$ cat src/rtl/spi_slave.sv
// SPI slave: CPOL/CPHA modes, 1..8 byte frames, shadowed response word.
// Build option: define SPI_SLAVE_SYNC2_EN for two-flop input synchronizers (default: one stage).
module spi_slave (
    input  logic        clk,
    input  logic        rst,
    input  logic [1:0]  mode,
    input  logic [2:0]  byte_num,
    input  logic [63:0] tx_data,
    input  logic        tx_load,
    input  logic        sck,
    input  logic        cs,
    input  logic        mosi,
    output logic        miso,
    output logic        miso_oe,
    output logic [63:0] rx_data,
    output logic        rx_valid,
    output logic        busy,
    output logic        frame_err
);
    typedef enum logic [1:0] {IDLE, XFER, HOLD} state_t;
    state_t state, state_nxt;

    logic        sck_p0, cs_p0, mosi_p0, vld_p0;
    logic        sck_s, cs_s, mosi_s, vld_s;
    logic        sck_d, cs_d;
    logic        sck_rise, sck_fall, cs_rise, cs_fall;
    logic        lead_edge, trail_edge, sample_edge, shift_edge;
    logic        cpol, cpha, armed, tx_live;
    logic        start, fin, abort, fin_p0;
    logic [6:0]  n_bits, frame_n, cnt;
    logic [63:0] shadow, tx_shift, rx_shift;

    function automatic logic [63:0] align_msb(input logic [63:0] word, input logic [6:0] nb);
        align_msb = word << (7'd64 - nb);
    endfunction

    // Input capture stage; vld marks that the stage holds a real bus sample.
    always_ff @(posedge clk) begin
        if (rst) begin
            sck_p0  <= 1'b0;
            cs_p0   <= 1'b1;
            mosi_p0 <= 1'b0;
            vld_p0  <= 1'b0;
        end else begin
            sck_p0  <= sck;
            cs_p0   <= cs;
            mosi_p0 <= mosi;
            vld_p0  <= 1'b1;
        end
    end

`ifdef SPI_SLAVE_SYNC2_EN
    logic sck_p1, cs_p1, mosi_p1, vld_p1;

    // Second synchronizer stage.
    always_ff @(posedge clk) begin
        if (rst) begin
            sck_p1  <= 1'b0;
            cs_p1   <= 1'b1;
            mosi_p1 <= 1'b0;
            vld_p1  <= 1'b0;
        end else begin
            sck_p1  <= sck_p0;
            cs_p1   <= cs_p0;
            mosi_p1 <= mosi_p0;
            vld_p1  <= vld_p0;
        end
    end

    assign sck_s  = sck_p1;
    assign cs_s   = cs_p1;
    assign mosi_s = mosi_p1;
    assign vld_s  = vld_p1;
`else
    assign sck_s  = sck_p0;
    assign cs_s   = cs_p0;
    assign mosi_s = mosi_p0;
    assign vld_s  = vld_p0;
`endif

    assign sck_rise    = sck_s & ~sck_d;
    assign sck_fall    = ~sck_s & sck_d;
    assign cs_rise     = cs_s & ~cs_d;
    assign cs_fall     = ~cs_s & cs_d;
    assign lead_edge   = cpol ? sck_fall : sck_rise;
    assign trail_edge  = cpol ? sck_rise : sck_fall;
    assign sample_edge = cpha ? trail_edge : lead_edge;
    assign shift_edge  = cpha ? lead_edge : trail_edge;
    assign n_bits      = (byte_num == 3'd0) ? 7'd64 : {1'b0, byte_num, 3'b000};

    always_comb begin
        state_nxt = state;
        start     = 1'b0;
        fin       = 1'b0;
        abort     = 1'b0;
        case (state)
            IDLE: begin
                if (cs_fall && armed) begin
                    state_nxt = XFER;
                    start     = 1'b1;
                end
            end
            XFER: begin
                if (cs_rise) begin
                    state_nxt = IDLE;
                    abort     = 1'b1;
                end else if (sample_edge && (cnt + 7'd1 == frame_n)) begin
                    state_nxt = HOLD;
                    fin       = 1'b1;
                end
            end
            HOLD: begin
                if (cs_rise) state_nxt = IDLE;
            end
            default: state_nxt = IDLE;
        endcase
    end

    // Frame control and shift registers; edge detection delays the synchronized bus by one cycle.
    always_ff @(posedge clk) begin
        if (rst) begin
            state     <= IDLE;
            sck_d     <= 1'b0;
            cs_d      <= 1'b1;
            armed     <= 1'b0;
            cpol      <= 1'b0;
            cpha      <= 1'b0;
            frame_n   <= 7'd64;
            cnt       <= 7'd0;
            tx_live   <= 1'b0;
            tx_shift  <= 64'd0;
            rx_shift  <= 64'd0;
            shadow    <= 64'd0;
            fin_p0    <= 1'b0;
            rx_data   <= 64'd0;
            rx_valid  <= 1'b0;
            frame_err <= 1'b0;
        end else begin
            state     <= state_nxt;
            sck_d     <= sck_s;
            cs_d      <= cs_s;
            // A frame may only start after a genuine high level on cs has been seen since reset.
            armed     <= armed | (vld_s & cs_s);
            fin_p0    <= fin;
            rx_valid  <= fin_p0;
            frame_err <= abort;
            if (fin_p0) rx_data <= rx_shift;
            if (tx_load) shadow <= tx_data;
            if (start) begin
                cpol     <= mode[1];
                cpha     <= mode[0];
                frame_n  <= n_bits;
                cnt      <= 7'd0;
                rx_shift <= 64'd0;
                tx_shift <= align_msb(tx_load ? tx_data : shadow, n_bits);
                tx_live  <= ~mode[0];
            end else if (state == XFER) begin
                if (shift_edge) begin
                    if (tx_live) tx_shift <= {tx_shift[62:0], 1'b0};
                    tx_live <= 1'b1;
                end
                if (sample_edge && (cnt < frame_n)) begin
                    rx_shift <= {rx_shift[62:0], mosi_s};
                    cnt      <= cnt + 7'd1;
                end
            end
        end
    end

    assign miso    = (state == XFER) && tx_live && tx_shift[63];
    assign miso_oe = (state != IDLE);
    assign busy    = (state != IDLE);

endmodule

$ cat config.mk
export PLATFORM = sky130hd
export DESIGN_NAME = spi_slave
export DESIGN_NICKNAME = d
export VERILOG_FILES = /design/src/rtl/spi_slave.sv
export SDC_FILE = /design/constraint.sdc
export NUM_CORES = 1
export LEC_CHECK = 0
export CORE_UTILIZATION = 49
export CTS_BUF_LIST = sky130_fd_sc_hd__clkbuf_4 sky130_fd_sc_hd__clkbuf_8 sky130_fd_sc_hd__clkbuf_16
export DETAILED_ROUTE_END_ITERATION = 10
export GPL_TIMING_DRIVEN = 0
export PLACE_DENSITY = 0.75
export SYNTH_ARGS = -nofsm -noshare
export SYNTH_HDL_FRONTEND = slang
export SYNTH_SLANG_ARGS = --single-unit
$ cat constraint.sdc
create_clock -name clk -period 10.4 [get_ports clk]
set_input_delay 2.08 -clock clk [delete_from_list [all_inputs] [get_ports clk]]
set_output_delay 2.08 -clock clk [all_outputs]
set_load 0.005 [all_outputs]
==> metrics.md <==
| Metric | Value |
|---|---|
| Run status | `finished, final reports clean` |
| WL per Instance | `18.71 µm` |
| Number of buffers inserted during clock tree synthesis | `30` |
| RR Startpoint | `frame_n[4]` |
| Leakage power | `5.633 nW` |
| Half-perimeter wire length after placement | `roughly 26000 µm` |
| Hold Crit Start | `mosi_p0` |
| Cell count after synthesis | `1367` |
| Arrival time at the worst endpoint | `roughly 5.6 ns` |
| Pwr dens | `165.1 nW/µm²` |
| Per-cell via count in the routed design | `5.620` |
| CTS tree | `done` |
| Total of max-cap violations | `0` |
| Synth cell types | `54` |
| Number of antenna violations at the first check in global routing | `0` |
| Max-slew violation count | `0` |
| Core Util, Final | `slightly above 60%` |
| Hold WS | `between 0.4 and 0.5 ns` |
| Number of antenna cells inserted | `0` |
| Minimum clock period after layout | `5.128 ns` |
| Clock Pin Slew Worst Setup and Hold Paths | `approximately 0.06 ns` |
| Count of pins on the block boundary | `144` |
| Number of synthesized flops with an enable pin | `0` |
| Area growth, synth to finish | `23.03%` |
| End of the worst hold path | `rx_shift[0]` |
| Post-synthesis sequential area ratio | `44.86%` |
| Highest fanout seen on the critical path | `10` |
| Hold WC Path Type | `register to register` |
| Number of failing setup endpoints in the final timing report | `0` |
| Worst Setup Path Type | `input port to register` |
| Synthesis-stage register bit count | `282` |
| Fin. Hold Viols | `0` |
| Total Wirelength | `35390 µm` |
| Routed vias | `10633` |
| PostCTS Resize Cnt | `0` |
| H-Tree Depth | `1` |
| Start point of the critical path | `byte_num[0]` |
| Startpoint class of the critical path | `input port` |
| Setup slack on the worst flop-to-flop path | `8.04 ns` |
| Row count | `58` |
| Total of warnings raised by yosys | `0` |
| Placer's final routability congestion estimate | `0.9385` |
| Global-route usage over all layers | `26.80%` |
| Peak supply drop | `0.0001139 V` |
| Vias in the first global route | `10112` |
| Buffer depth of the longest clock path | `3` |
| Number of buffers inserted to repair setup after CTS | `0` |
| Remaining design rule violation count | `0` |
| Library cell used as clock root buffer | `clkbuf_16` |
| Overall die height | `162.3 µm` |
| # hold bufs at CTS | `0` |
| Grt ovf | `0` |
| First-pass DRT Iterations | `5` |
| Maximum achievable frequency | `195.0 MHz` |
| Worst reg-to-reg path cell count | `9` |
| Setup repair after global routing missed its margin | `no` |
| Die Footprint | `26330 µm²` |
| Post-synth top flop | `dfxtp_1` |
| Setup skew after layout | `0.01071 ns` |
| Transition time at the pin with the least slew margin | `0.8360 ns` |
| Number of nets produced by synthesis | `about 1400` |
| Iteration-0 DRC count of the detailed router | `987` |
| Antenna Violating Nets Remaining | `0` |
| Number of buffers added on ports | `between 100 and 150` |
| Global-route wire length before repair | `55380 µm` |
| Crit Reg-Reg Endpoint | `rx_shift[34]` |
| Max-slew headroom | `44.27%` |
| Type of destination of the critical path | `register` |
| Synthesized area divided by synthesized cell count | `9.206 µm²` |
| Post-layout nets | `1620` |
| Worst hold path stage count | `2` |
| Post-synthesis instance area | `12580 µm²` |
| Final period utilization | `between 40% and 50%` |
| Initial core utilization | `49.98%` |
| Synth async-reset ratio | `0%` |
| Layout cells sized above 1 | `11.27%` |
| Critical Path RT | `10.88 ns` |
| Fin Setup TNS | `0 ns` |
| Area inside the core boundary | `25180 µm²` |
| CTS sink cnt | `about 280` |
| Pin count of the biggest net entering global routing | `17` |
| Die Span X | `approximately 160 µm` |
| Insertion delay of the later-clocked pin in the worst-skew pair | `0.57 ns` |
## per-layer routing
layer  vias up  global-route usage, %  routed length, µm
met5         -                      0                  0
met4         0                  7.376                843
met3        64                  4.316               2319
met2       333                  43.03              16180
met1      5132                  37.17              16040
li1       5104                      -                  -
## how the worst max path moves through the flow
stage,end
after detailed placement,tx_shift[55]
after global routing,tx_shift[53]
after floorplan,tx_shift[54]
final,tx_shift[55]
after global placement,tx_shift[55]
after CTS,tx_shift[55]
## layout make-up
type,instances,area [µm²]
Fill cell,2148,9699
Multi-Input combinational cell,967,6357
Sequential cell,282,5645
Timing Repair Buffer,140,1401
Clock buffer,39,868.3
Buffer,108,544.3
Tap cell,330,412.9
Clock inverter,16,215.2
Inverter,10,37.54
## cell families (layout without fill, tap and decap cells)
logic type                 Yosys count  count (layout)  synth area share, %
muxes                              233             233                21.33
buffers and inverters              118             313                4.623
AOI/OAI and AO/OA                  205             205                10.57
xor gates and xnor gates            11              11               0.9446
DFF                                282             282                44.86
and+or+nand+nor                    512             512                17.08
adders and majority gates            6               6               0.5965
## synth_stat cells (8+ instances only)
| master | instances | share of area, % |
|---|---|---|
| and2_1 | 21 | 1.0 |
| buf_2 | 26 | 1.0 |
| a311oi_1 | 24 | 1.7 |
| nor2_1 | 221 | 6.6 |
| inv_1 | 9 | 0.27 |
| clkbuf_1 | 55 | 1.6 |
| a211oi_1 | 17 | 1.0 |
| mux2_2 | 52 | 4.7 |
| mux2i_1 | 159 | 13 |
| a221oi_1 | 23 | 1.6 |
| o22ai_1 | 8 | 0.40 |
| o21ai_0 | 10 | 0.40 |
| nand2_1 | 201 | 6.0 |
| a22oi_1 | 14 | 0.84 |
| dfxtp_1 | 282 | 45 |
| xnor2_1 | 9 | 0.63 |
| buf_1 | 13 | 0.39 |
| nor3_1 | 32 | 1.3 |
| a21oi_1 | 97 | 3.9 |
| mux4_2 | 19 | 3.4 |
## where the power goes
group          leakage [nW]  internal [W]  switching, W
sequential             2.29       0.00111     0.0000123
clock                 0.528      0.000688      0.000460
combinational          2.81      0.000122      0.000166
total                  5.63       0.00192      0.000638
## critical path, cell delays in order
cell and delay, ns:
buf_4 0.17, clkinv_1 0.28, buf_2 0.32, clkbuf_1 0.31, ha_1 0.37, buf_2 0.23, buf_2 0.33, buf_1 0.62
mux4_2 0.41, mux2i_1 0.18, nor2_1 0.06, a311oi_1 0.23
## placed cells by master (no fill, tap or decap), types with 19 or more instances in the layout
cell / n
dfxtp_1: 282
nor2_1: 221
nand2_1: 201
mux2i_1: 159
clkdlybuf4s50_1: 140
a21oi_1: 97
clkbuf_1: 55
mux2_2: 52
nor3_1: 32
clkbuf_16: 30
buf_2: 26
a311oi_1: 24
a221oi_1: 23
and2_1: 21
mux4_2: 19
## per-stage QoR
stage / total power (W) / cells / setup WS [ns] / area (µm²)
after global routing: 0.002628 / 1892 / 5.164 / 15480
after floorplan: 0.001319 / 1367 / 5.664 / 12580
after detailed placement: 0.001424 / 1837 / 4.792 / 14400
after global placement: 0.001420 / 1837 / 4.854 / 14400
after CTS: 0.002559 / 1892 / 5.380 / 15480
final: 0.002556 / 1892 / 5.272 / 15480
## registers in the layout (all words and copies together), names as in the netlist
name and count:
cpha 1, fin_p0 1, vld_p0 1, frame_n 4
frame_err 1, rx_shift 64, sck_d 1, shadow 64
tx_shift 64, sck_p0 1, cpol 1, cs_d 1
cs_p0 1, cnt 7, armed 1, rx_valid 1
tx_live 1, rx_data 64, mosi_p0 1, state 2
Note: power is estimated with default switching activity, not from simulation.
